**src/rtl/i2c_master_entity.sv**
```systemverilog
// i2c_master_entity: single-channel I2C master doing 16-bit-indexed register writes and reads.
// Optional feature macro: I2C_CLK_STRETCH_EN (holds bit timing while a slave stretches SCL).
module i2c_master_entity #(
   parameter int CLK_DIV = 250,
   parameter int ADDR_W  = 16
) (
   input  logic              clock,
   input  logic              reset,
   input  logic              start,
   input  logic [6:0]        slave_adress,
   input  logic [ADDR_W-1:0] register_address,
   input  logic              is_read,
   input  logic [9:0]        nb_of_bytes,
   input  logic [7:0]        data_in,
   output logic [15:0]       data_out,
   output logic              ready,
   output logic              error_out,
   output logic              SCL_in,
   output logic              SDA_in,
   output logic              SCL_t,
   output logic              SDA_t,
   input  logic              SCL_out,
   input  logic              SDA_out
);

   localparam int DW = (CLK_DIV > 1) ? $clog2(CLK_DIV) : 1;
   localparam int RB = ADDR_W / 8;

   typedef enum logic [3:0] {
      S_IDLE, S_START, S_ADDR_W, S_REG_HI, S_REG_LO,
      S_WR_DATA, S_RESTART, S_ADDR_R, S_RD_DATA, S_STOP
   } state_t;

   state_t            state_q, state_d;
   logic [DW-1:0]     div_q, div_d;
   logic [1:0]        ph_q, ph_d;
   logic [3:0]        bit_q, bit_d;
   logic [7:0]        sh_q, sh_d;
   logic [ADDR_W-1:0] reg_q, reg_d;
   logic [3:0]        rb_q, rb_d;
   logic [9:0]        cnt_q, cnt_d;
   logic [6:0]        addr_q, addr_d;
   logic              rd_q, rd_d;
   logic              scl_q, scl_d;
   logic              sda_q, sda_d;
   logic              rdy_q, rdy_d;
   logic              err_q, err_d;
   logic [15:0]       dout_q, dout_d;

   logic       stall, tick, is_tx, ack_bit, is_reg;
   logic [7:0] src, tx;

`ifdef I2C_CLK_STRETCH_EN
   assign stall = (ph_q == 2'd2) && !SCL_out;
`else
   logic unused_scl;
   assign unused_scl = SCL_out;
   assign stall = 1'b0;
`endif

   assign tick    = (state_q != S_IDLE) && (div_q == DW'(CLK_DIV - 1)) && !stall;
   assign is_reg  = (state_q == S_REG_HI) || (state_q == S_REG_LO);
   assign is_tx   = (state_q == S_ADDR_W) || is_reg || (state_q == S_WR_DATA) || (state_q == S_ADDR_R);
   assign ack_bit = (bit_q == 4'd8);
   assign src     = (state_q == S_ADDR_W)  ? {addr_q, 1'b0} :
                    (state_q == S_ADDR_R)  ? {addr_q, 1'b1} :
                    (state_q == S_WR_DATA) ? data_in : reg_q[ADDR_W-1 -: 8];
   assign tx      = (bit_q == 4'd0) ? src : sh_q;

   assign data_out  = dout_q;
   assign ready     = rdy_q;
   assign error_out = err_q;
   assign SCL_in    = 1'b0;
   assign SDA_in    = 1'b0;
   assign SCL_t     = scl_q;
   assign SDA_t     = sda_q;

   // Bit sequencer: each tick advances one quarter of the current bit, ACK slot is bit 8
   always_comb begin
      state_d = state_q;
      ph_d    = ph_q;
      bit_d   = bit_q;
      sh_d    = sh_q;
      reg_d   = reg_q;
      rb_d    = rb_q;
      cnt_d   = cnt_q;
      addr_d  = addr_q;
      rd_d    = rd_q;
      scl_d   = scl_q;
      sda_d   = sda_q;
      rdy_d   = rdy_q;
      err_d   = err_q;
      dout_d  = dout_q;
      div_d   = (state_q == S_IDLE || tick) ? '0 : stall ? div_q : div_q + DW'(1);
      if (state_q == S_IDLE) begin
         if (start) begin
            addr_d  = slave_adress;
            reg_d   = register_address;
            rd_d    = is_read;
            cnt_d   = nb_of_bytes;
            rb_d    = 4'(RB);
            rdy_d   = 1'b0;
            err_d   = 1'b0;
            ph_d    = 2'd0;
            bit_d   = 4'd0;
            state_d = S_START;
         end
      end else if (tick) begin
         ph_d = ph_q + 2'd1;
         if (ph_q == 2'd1) scl_d = 1'b1;
         if (ph_q == 2'd3) scl_d = (state_q == S_STOP);
         if (state_q == S_START || state_q == S_RESTART) begin
            if (ph_q == 2'd0) sda_d = 1'b1;
            if (ph_q == 2'd2) sda_d = 1'b0;
            if (ph_q == 2'd3) begin
               bit_d   = 4'd0;
               state_d = (state_q == S_START) ? S_ADDR_W : S_ADDR_R;
            end
         end else if (state_q == S_STOP) begin
            if (ph_q == 2'd0) sda_d = 1'b0;
            if (ph_q == 2'd2) sda_d = 1'b1;
            if (ph_q == 2'd3) begin
               rdy_d   = 1'b1;
               state_d = S_IDLE;
            end
         end else begin
            if (ph_q == 2'd0) begin
               if (!ack_bit) begin
                  sda_d = is_tx ? tx[7] : 1'b1;
                  sh_d  = is_tx ? {tx[6:0], 1'b0} : sh_q;
                  reg_d = (bit_q == 4'd0 && is_reg) ? reg_q << 8 : reg_q;
               end else begin
                  sda_d  = is_tx || (cnt_q == 10'd1);
                  dout_d = is_tx ? dout_q : {dout_q[7:0], sh_q};
               end
            end
            if (ph_q == 2'd2) begin
               if (!is_tx && !ack_bit) sh_d = {sh_q[6:0], SDA_out};
               if (is_tx && ack_bit && SDA_out) err_d = 1'b1;
            end
            if (ph_q == 2'd3) begin
               bit_d = ack_bit ? 4'd0 : bit_q + 4'd1;
               if (ack_bit) begin
                  if (err_q) state_d = S_STOP;
                  else begin
                     case (state_q)
                        S_ADDR_W: state_d = (RB > 1) ? S_REG_HI : S_REG_LO;
                        S_REG_HI: begin
                           rb_d    = rb_q - 4'd1;
                           state_d = (rb_q == 4'd2) ? S_REG_LO : S_REG_HI;
                        end
                        S_REG_LO: state_d = (cnt_q == 10'd0) ? S_STOP : rd_q ? S_RESTART : S_WR_DATA;
                        S_ADDR_R: state_d = S_RD_DATA;
                        default: begin
                           cnt_d   = cnt_q - 10'd1;
                           state_d = (cnt_q == 10'd1) ? S_STOP : state_q;
                        end
                     endcase
                  end
               end
            end
         end
      end
   end

   // State registers; reset releases both lines and aborts without a STOP
   always_ff @(posedge clock or posedge reset) begin
      if (reset) begin
         state_q <= S_IDLE;
         div_q   <= '0;
         ph_q    <= 2'd0;
         bit_q   <= 4'd0;
         sh_q    <= 8'd0;
         reg_q   <= '0;
         rb_q    <= 4'd0;
         cnt_q   <= 10'd0;
         addr_q  <= 7'd0;
         rd_q    <= 1'b0;
         scl_q   <= 1'b1;
         sda_q   <= 1'b1;
         rdy_q   <= 1'b1;
         err_q   <= 1'b0;
         dout_q  <= 16'd0;
      end else begin
         state_q <= state_d;
         div_q   <= div_d;
         ph_q    <= ph_d;
         bit_q   <= bit_d;
         sh_q    <= sh_d;
         reg_q   <= reg_d;
         rb_q    <= rb_d;
         cnt_q   <= cnt_d;
         addr_q  <= addr_d;
         rd_q    <= rd_d;
         scl_q   <= scl_d;
         sda_q   <= sda_d;
         rdy_q   <= rdy_d;
         err_q   <= err_d;
         dout_q  <= dout_d;
      end
   end

endmodule

```
**config.mk**
```make
export PLATFORM = sky130hd
export DESIGN_NAME = i2c_master_entity
export DESIGN_NICKNAME = d
export VERILOG_FILES = /design/src/rtl/i2c_master_entity.sv
export SDC_FILE = /design/constraint.sdc
export NUM_CORES = 1
export LEC_CHECK = 0
export BUFFER_PORTS_ARGS = -buffer_cell sky130_fd_sc_hd__buf_2
export CAP_MARGIN = 20
export CORE_MARGIN = 10
export CORE_UTILIZATION = 45
export CTS_BUF_LIST = sky130_fd_sc_hd__clkbuf_8
export DETAILED_ROUTE_END_ITERATION = 16
export PLACE_DENSITY = 0.65
export SYNTH_ARGS = -nofsm -noshare
export SYNTH_HDL_FRONTEND = slang
export SYNTH_SLANG_ARGS = --single-unit
```
**constraint.sdc**
```tcl
create_clock -name clock -period 3.15 [get_ports clock]
set_clock_uncertainty 0.05 [all_clocks]
set_input_delay 0.315 -clock clock [delete_from_list [all_inputs] [get_ports clock]]
set_output_delay 0.315 -clock clock [all_outputs]
set_load 0.02 [all_outputs]
```
==> results.sh, run 1 <==
export IMPL_hold_class="primary input to register"
export IMPL_io_buffers=65
export IMPL_antenna_found_initial=0
export IMPL_n_antenna_cell=0
export IMPL_cp_start_kind="register"
export IMPL_drive_gt1_share_pct=28.4
export IMPL_syn2layout_area_growth_pct=13.7
export IMPL_avgSynthCellArea_um2=10.2
export IMPL_placed_cell_area_mm2=0.00529
export IMPL_hpwl_um=8590
export IMPL_cts_buffer_depth=2
export IMPL_crit_type="register to register"
export IMPL_synth_cell_types=77
export IMPL_vias=3824
export IMPL_avgRoutedWirePerCell_um=17.0
export IMPL_tns_ns=0
export IMPL_drt_iter0_drc=252
export IMPL_slowest_delay_ns=0.56
export IMPL_grtUsageTotal_pct=15.5
export IMPL_vias_per_cell=5.61
export IMPL_clkLatencyLatePin_ns=0.38
export IMPL_fillers=971
export IMPL_p_per_area_mw_per_mm2=360
export IMPL_comb_power_share_pct=3.4
export IMPL_grt_ovfl_total=0
export IMPL_drt_pass1_iter_count=5
export IMPL_power_mw=1.98
export IMPL_end_kind="register"
export IMPL_grt_max_degree=44
export IMPL_nNetsFinal=601
export IMPL_root_buffer="clkbuf_8"
export IMPL_p_leak_nw=2.73
export IMPL_synth_edff_count=0
export IMPL_place_congestion=0.884
export IMPL_power_frac_seq_pct=54.8
export IMPL_hold_viol_final=0
export IMPL_io_pins=69
export IMPL_cp_arrival_ns=2.91
export IMPL_htreeDepth=3
export IMPL_grt_pass1_wl_um=19300
export IMPL_fin_crit_ns=2.70
export IMPL_slowest_stage="or4bb_1"
export IMPL_postLayoutSetupSlackWorst_ns=0.450
export IMPL_grt_pass1_vias=3862
export IMPL_p_int_mw=1.49
export IMPL_mostFrequentLayoutCells="81 x dfrtp_1, 65 x buf_2, 41 x mux2_2"
export IMPL_fp_dieW_um=124
export IMPL_remaining_drc_errors=0
export IMPL_yosysSeqAreaShare_pct=43.5
export IMPL_multiInputGateArea_mm2=0.00249
export IMPL_core_area_mm2=0.0104
export IMPL_slew_headroom_pct=52.1
export IMPL_max_freq_ghz=0.370
export IMPL_power_switching_mw=0.488
export IMPL_status="finished clean"
export IMPL_clk_pin_slew_worst_paths_ns=0.10
export IMPL_syn_inst=475
export IMPL_p_sw_share_pct=24.6
export IMPL_finalMaxSlewViolations=0
export IMPL_crit_family="simple AND/OR/NAND/NOR gates"
export IMPL_mostFrequentLayoutCell="dfrtp_1"
export IMPL_async_reset_ff_share_pct=100
export IMPL_syn_cell_area_mm2=0.00484
export IMPL_worstPathRequired_ns=3.36
export IMPL_cts_tree="done"
export IMPL_ir_worst_vdd_mv=0.284
export IMPL_initial_core_util_pct=46.5
export IMPL_drv_cap=0
export IMPL_rsz0062_at_grt="no"
export IMPL_cts_sinks=84
export IMPL_period_share_pct=85.7
export IMPL_cts_repair_resized=0
export IMPL_postLayoutCellArea_mm2=0.00550
export IMPL_synth_seq_cells=84
export IMPL_worstPathMaxFanout=16
export IMPL_synth_ff_type="dfrtp_1"
export IMPL_cts_buffers=9
export IMPL_setup_viol=0
export IMPL_regArea_mm2=0.00211
export IMPL_wl_um=11600
export IMPL_path_buf_inv=1
export IMPL_row_count=37
export IMPL_path_cells="inv_1, ha_1, or4bb_1, mux2i_1, o2bb2ai_1, nand4b_4, mux2_4"
export IMPL_antenna_left=0
export IMPL_worst_pin_slew_ns=0.719
export IMPL_dp_slack_ns=0.472
export IMPL_synth_warnings=0
export IMPL_dieArea_mm2=0.0153
export IMPL_clkPwrFrac_pct=41.7
export IMPL_die_h_um=124
## registers in the layout (all words and copies together), names as in the netlist
signal,count
data_out,16
reg_q,16
cnt_q,10
div_q,8
sh_q,8
addr_q,7
bit_q,4
rb_q,4
state_q,4
ph_q,2
SCL_t,1
SDA_t,1
error_out,1
rd_q,1
ready,1
## routing by layer
| layer | wire (um) | part of all wire (%) | vias to the layer above | global-route usage (%) |
|---|---|---|---|---|
| li1 | - | - | 1839 | - |
| met1 | 5310 | 46 | 1866 | 20.4 |
| met2 | 5500 | 48 | 105 | 24.5 |
| met3 | 586 | 5.1 | 14 | 3.76 |
| met4 | 164 | 1.4 | 0 | 5.24 |
| met5 | 0 | 0 | - | 0 |
## worst paths after layout
kind                       startpoint          end  slack (ns)  cells past startpoint
setup / recovery              ph_q[0]    reg_q[15]        0.45                      7
hold / removal                is_read         rd_q        0.11                      2
setup reg to reg              ph_q[0]    reg_q[15]        0.45                      7
hold reg to reg                 SCL_t        SCL_t        0.46                      1
max in group asynchronous       reset        SDA_t        1.72                      4
min in group asynchronous       reset  data_out[3]        0.51                      3
## power groups by stage
stage	combinational [mW]	clock [mW]	sequential, mW
finish	0.0680	0.826	1.09
global route	0.0776	0.887	1.09
CTS	0.0703	0.847	1.09
detailed placement	0.0689	0	1.11
global placement	0.0686	0	1.11
floorplan	0.0306	0	1.11
## cells in the mapped netlist, drive strengths merged (4+ instances only)
library cell / count / share of area (%)
a21oi: 23 / 2.4
a22oi: 5 / 0.88
and2: 4 / 0.52
and3: 4 / 0.52
buf: 14 / 2.0
clkbuf: 7 / 0.54
dfrtp: 81 / 42
ha: 13 / 3.4
inv: 34 / 2.6
mux2: 44 / 10
mux2i: 11 / 2.3
nand2: 41 / 3.4
nand2b: 8 / 1.0
nand3: 12 / 1.2
nor2: 30 / 2.3
nor2b: 4 / 0.52
nor3: 10 / 1.1
nor4: 6 / 1.4
o21ai: 31 / 3.2
o22ai: 7 / 0.91
o2bb2ai: 6 / 1.1
o31ai: 4 / 0.62
xor2: 6 / 1.1
## what timing repair did
item | in CTS | in global routing
hold buffers | 1 | 0
setup buffers | 0 | 0
endpoints found under the hold margin | 36 | 0
## metrics by stage
stage / utilization (%) / hold slack (ns) / cells
6_report: 52.8 / 0.110 / 682
4_1_cts: 52.8 / 0.104 / 682
5_1_grt: 52.8 / 0.115 / 682
2_1_floorplan: - / 0.382 / 476
3_5_place_dp: 50.7 / 0.384 / 665
3_3_place_gp: 50.7 / 0.377 / 665
## final cells by class
class,count,share of cell area (%)
Clock inverter,7,1.50
Multi-Input combinational cell,337,45.2
Timing Repair Buffer,75,7.32
Clock buffer,9,2.25
Sequential cell,84,38.3
Inverter,34,2.34
Tap cell,136,3.09
## logic make-up (layout without fill, tap and decap cells)
kind of cell / after synthesis / in the layout / synth area share [%]
DFF: 84 / 84 / 43.5
AOI/OAI and AO/OA: 109 / 109 / 15.6
xor gates and xnor gates: 8 / 8 / 1.45
muxes: 55 / 55 / 12.7
adders and majority gates: 13 / 13 / 3.36
and+or+nand+nor: 150 / 150 / 18.2
buffers and inverters: 55 / 125 / 5.15
other: 1 / 2 / 0.0775
No activity file was read; power rests on OpenSTA's default activity.
==> run 2, diff against run 1 <==
==> config.mk (replaced) <==
export PLATFORM = sky130hd
export DESIGN_NAME = i2c_master_entity
export DESIGN_NICKNAME = d
export VERILOG_FILES = /design/src/rtl/i2c_master_entity.sv
export SDC_FILE = /design/constraint.sdc
export NUM_CORES = 1
export LEC_CHECK = 0
export CAP_MARGIN = 20
export CORE_MARGIN = 10
export CORE_UTILIZATION = 45
export CTS_BUF_LIST = sky130_fd_sc_hd__clkbuf_8
export DETAILED_ROUTE_END_ITERATION = 16
export DONT_BUFFER_PORTS = 1
export SYNTH_ARGS = -nofsm -noshare
export SYNTH_HDL_FRONTEND = slang
export SYNTH_SLANG_ARGS = --single-unit
==> results.sh, run 2 (same netlist as run 1, synthesis figures left out) <==
export IMPL_status="finished clean"
export IMPL_avgRoutedWirePerCell_um=18.2
export IMPL_mostFrequentLayoutCells="81 x dfrtp_1, 41 x mux2_2, 38 x nand2_1"
export IMPL_dieArea_mm2=0.0153
export IMPL_grt_max_degree=50
export IMPL_core_area_mm2=0.0104
export IMPL_vias=3535
export IMPL_cts_repair_resized=0
export IMPL_place_congestion=0.898
export IMPL_rsz0062_at_grt="no"
export IMPL_period_share_pct=84.0
export IMPL_cts_hold_fix_buffers=1
export IMPL_worstPathRequired_ns=3.34
export IMPL_tns_ns=0
export IMPL_met3_length_um=890
export IMPL_drive_gt1_share_pct=18.7
export IMPL_power_switching_mw=0.434
export IMPL_drt_iter0_drc=213
export IMPL_comb_power_share_pct=2.0
export IMPL_finalMaxSlewViolations=0
export IMPL_grt_pass1_vias=3542
export IMPL_clkLatencyLatePin_ns=0.36
export IMPL_utilization_pct=49.8
export IMPL_drv_cap=0
export IMPL_initial_core_util_pct=46.5
export IMPL_crit_family="compound AO/OA/AOI/OAI gates"
export IMPL_p_per_area_mw_per_mm2=381
export IMPL_grtUsageTotal_pct=15.2
export IMPL_fin_crit_ns=2.65
export IMPL_slew_headroom_pct=43.2
export IMPL_drt_pass1_iter_count=4
export IMPL_p_int_mw=1.54
export IMPL_row_count=37
export IMPL_hold_viol_final=0
export IMPL_nNetsFinal=536
export IMPL_power_frac_seq_pct=54.9
export IMPL_htreeDepth=3
export IMPL_met2RoutedLength_um=5240
export IMPL_ir_worst_vdd_mv=0.262
export IMPL_vias_per_cell=5.73
export IMPL_end_kind="register"
export IMPL_wl_um=11200
export IMPL_cts_buffers=9
export IMPL_antenna_found_initial=0
export IMPL_root_buffer="clkbuf_8"
export IMPL_cp_arrival_ns=2.83
export IMPL_setup_viol=0
export IMPL_top_layer="met4"
export IMPL_p_leak_nw=2.46
export IMPL_grt_pass1_wl_um=18200
export IMPL_hold_class="primary input to register"
export IMPL_max_freq_ghz=0.378
export IMPL_grt_ovfl_total=0
export IMPL_n_antenna_cell=0
export IMPL_worst_pin_slew_ns=0.851
export IMPL_drt_met1_wl_um=4880
export IMPL_path_buf_inv=1
export IMPL_slowest_delay_ns=0.59
export IMPL_cts_buffer_depth=2
export IMPL_post_cts_buffers=0
export IMPL_slowest_stage="nor4bb_1"
export IMPL_syn2layout_area_growth_pct=7.32
export IMPL_fp_dieW_um=124
export IMPL_io_buffers=0
export IMPL_crit_type="register to register"
export IMPL_antenna_left=0
export IMPL_hpwl_um=8370
export IMPL_dp_slack_ns=0.516
export IMPL_io_pins=69
export IMPL_postLayoutSetupSlackWorst_ns=0.505
export IMPL_cp_start_kind="register"
export IMPL_remaining_drc_errors=0
export IMPL_mostFrequentLayoutCell="dfrtp_1"
export IMPL_clk_pin_slew_worst_paths_ns=0.09
export IMPL_cts_tree="done"
export IMPL_p_sw_share_pct=21.9
export IMPL_die_h_um=124
export IMPL_worstPathMaxFanout=11
export IMPL_cts_sinks=84
export IMPL_fillers=996
export IMPL_path_cells="inv_1, ha_1, nor4bb_1, a31oi_1, a221o_1, a211oi_1, a21oi_1"
export IMPL_clkPwrFrac_pct=43.2
run 2: cell types whose count changed in the layout (fill, tap and decap cells not counted), sizes merged:
cell | before | now
clkinvlp | 2 | 1
inv | 36 | 34
bufinv | 1 | 2
buf | 74 | 9
clkinv | 2 | 4
run 2: worst register-to-register path, stage by stage (launching register included):
cell and delay [ns]:
dfrtp_1 0.44, inv_1 0.08, ha_1 0.22, nor4bb_1 0.59, a31oi_1 0.26, a221o_1 0.56, a211oi_1 0.28, a21oi_1 0.06
run 2: final cells by class:
cell class | instances | area [um2] | share of cell area [%]
Multi-Input combinational cell | 337 | 2490 | 47.9
Timing Repair Buffer | 10 | 77.6 | 1.49
Sequential cell | 84 | 2110 | 40.6
Tap cell | 136 | 170 | 3.28
Clock inverter | 7 | 98.8 | 1.90
Inverter | 34 | 129 | 2.48
Clock buffer | 9 | 124 | 2.39
run 2: metrics by stage:
step           instances  hold slack, ns  instance area, um2  power, mW
2_1_floorplan        476           0.382                4840       1.14
3_3_place_gp         600           0.338                4960       1.15
3_5_place_dp         600           0.354                4960       1.15
4_1_cts              617         0.00350                5190       2.01
5_1_grt              617         0.00968                5190       2.06
6_report             617          0.0237                5190       1.98
run 2: final timing paths:
path / slack (ns) / depth (start not counted) / end / startpoint
min in group asynchronous: 0.51 / 2 / reg_q[2] / reset
worst min-delay path: 0.02 / 2 / addr_q[6] / slave_adress[6]
worst min register to register: 0.46 / 1 / rb_q[0] / rb_q[0]
max in group asynchronous: 1.73 / 3 / rb_q[2] / reset
worst max register to register: 0.50 / 7 / cnt_q[1] / bit_q[0]
worst max-delay path: 0.50 / 7 / cnt_q[1] / bit_q[0]
run 2: layer usage:
| layer | track usage, % | up-vias |
|---|---|---|
| met5 | 0 | - |
| met4 | 5.60 | 0 |
| met3 | 5.61 | 18 |
| met2 | 23.9 | 88 |
| met1 | 18.7 | 1715 |
| li1 | - | 1714 |
run 2: power by group through the flow:
stage,combinational [mW],clock [mW],sequential (mW)
global route,0.0454,0.931,1.09
global placement,0.0393,0,1.11
detailed placement,0.0401,0,1.11
CTS,0.0415,0.885,1.09
floorplan,0.0306,0,1.11
finish,0.0389,0.854,1.09
==> run 3, diff against run 2 <==
==> constraint.sdc (replaced) <==
create_clock -name clock -period 2.3 [get_ports clock]
set_clock_uncertainty 0.05 [all_clocks]
set_input_delay 0.23 -clock clock [delete_from_list [all_inputs] [get_ports clock]]
set_output_delay 0.23 -clock clock [all_outputs]
set_load 0.02 [all_outputs]
==> results.sh, run 3 (same netlist as run 1, synthesis figures left out) <==
export IMPL_utilization_pct=56.4
export IMPL_crit_family="simple AND/OR/NAND/NOR gates"
export IMPL_antenna_found_initial=0
export IMPL_drive_gt1_share_pct=28.3
export IMPL_drv_cap=0
export IMPL_slowest_delay_ns=0.60
export IMPL_setup_viol=2
export IMPL_mostFrequentLayoutCell="dfrtp_1"
export IMPL_hold_class="primary input to register"
export IMPL_io_pins=69
export IMPL_fin_crit_ns=2.31
export IMPL_dieArea_mm2=0.0153
export IMPL_multiInputGateArea_mm2=0.00261
export IMPL_row_count=37
export IMPL_dp_slack_ns=-0.0216
export IMPL_die_h_um=124
export IMPL_violations="negative setup slack"
export IMPL_n_antenna_cell=0
export IMPL_postLayoutSetupSlackWorst_ns=-0.0111
export IMPL_busiest_layer="met2"
export IMPL_core_area_mm2=0.0104
export IMPL_drt_iter0_drc=208
export IMPL_worstPathMaxFanout=6
export IMPL_cp_arrival_ns=2.51
export IMPL_mostFrequentLayoutCells="81 x dfrtp_1, 53 x buf_4, 41 x mux2_2"
export IMPL_hold_viol_final=0
export IMPL_htreeDepth=3
export IMPL_io_buffers=0
export IMPL_tns_ns=-0.0221
export IMPL_avgRoutedWirePerCell_um=18.1
export IMPL_cts_sinks=84
export IMPL_power_mw=2.67
export IMPL_place_congestion=0.885
export IMPL_p_int_mw=2.03
export IMPL_use_met2_pct=27.5
export IMPL_max_freq_ghz=0.433
export IMPL_cts_buffers=9
export IMPL_grtUsageTotal_pct=16.1
export IMPL_vias_per_cell=5.60
export IMPL_crit_type="register to register"
export IMPL_comb_power_share_pct=3.1
export IMPL_grt_max_degree=85
export IMPL_syn2layout_area_growth_pct=21.3
export IMPL_fillers=914
export IMPL_grt_ovfl_total=0
export IMPL_remaining_drc_errors=0
export IMPL_grt_pass1_wl_um=19900
export IMPL_antenna_left=0
export IMPL_worstPathRequired_ns=2.50
export IMPL_hpwl_um=9070
export IMPL_use_met1_pct=20.3
export IMPL_nNetsFinal=603
export IMPL_period_share_pct=100
export IMPL_path_buf_inv=1
export IMPL_p_leak_nw=2.78
export IMPL_ir_worst_vdd_mv=0.421
export IMPL_regArea_mm2=0.00211
export IMPL_finalMaxSlewViolations=0
export IMPL_clk_pin_slew_worst_paths_ns=0.10
export IMPL_grt_pass1_vias=3838
export IMPL_initial_core_util_pct=46.5
export IMPL_rsz0062_at_grt="yes"
export IMPL_final_cells=684
export IMPL_clkLatencyLatePin_ns=0.36
export IMPL_end_kind="register"
export IMPL_status="complete, but fails checks"
export IMPL_p_per_area_mw_per_mm2=455
export IMPL_root_buffer="clkbuf_8"
export IMPL_wl_um=12400
export IMPL_power_switching_mw=0.640
export IMPL_drt_pass1_iter_count=5
export IMPL_cp_start_kind="register"
export IMPL_fp_dieW_um=124
export IMPL_cts_tree="done"
export IMPL_gr_usage_met3_pct=3.85
export IMPL_cts_buffer_depth=2
export IMPL_power_frac_seq_pct=55.7
export IMPL_path_cells="inv_1, ha_2, or4bb_4, mux2i_4, o2bb2ai_4, nand4b_4, mux2_4"
export IMPL_slowest_stage="or4bb_4"
export IMPL_vias=3833
export IMPL_p_sw_share_pct=24.0
export IMPL_dp_cells=642
export IMPL_clkPwrFrac_pct=41.3
## run 3: power by group through the flow
stage          Combinational [mW]  Clock, mW  Sequential [mW]
6_report                   0.0815       1.10             1.49
5_1_grt                    0.0910       1.19             1.49
4_1_cts                    0.0819       1.13             1.49
3_5_place_dp               0.0569          0             1.52
3_3_place_gp               0.0565          0             1.52
2_1_floorplan              0.0422          0             1.51
## run 3: worst paths after layout
path	start	to	slack (ns)	depth (start not counted)
worst min-delay path	nb_of_bytes[0]	cnt_q[0]	0.01	2
worst min register to register	reg_q[13]	reg_q[13]	0.46	1
max in group asynchronous	reset	SDA_t	1.39	3
worst max register to register	bit_q[0]	reg_q[15]	-0.01	7
min in group asynchronous	reset	data_out[12]	0.42	3
worst max-delay path	bit_q[0]	reg_q[15]	-0.01	7
## run 3: layer usage
layer	vias to the layer above	wire, um
met4	0	129
met5	-	0
met1	1891	5270
met3	9	625
li1	1850	-
met2	83	6370
## run 3: final cells by class
class,instances,share of cell area [%]
clock inverter,7,1.28
timing repair buffer,76,11.1
sequential,84,35.9
inverter,34,2.24
clock buffer,9,2.11
multi-input combinational,338,44.5
tap,136,2.90
## run 3: timing repair
item                                    CTS  global route
hold buffers                             18             0
buffers inserted                          2             5
gates resized for setup                   8            18
cloned                                    1             0
endpoints found under the setup margin   22            50
pin swaps                                 3             5
endpoints found under the hold margin    98             0
## run 3: stage by stage
step | area [um2] | hold slack, ns
6_report | 5870 | 0.0137
4_1_cts | 5740 | 0.000441
2_1_floorplan | 4850 | 0.297
5_1_grt | 5870 | 0.0196
3_3_place_gp | 5300 | 0.223
3_5_place_dp | 5300 | 0.224
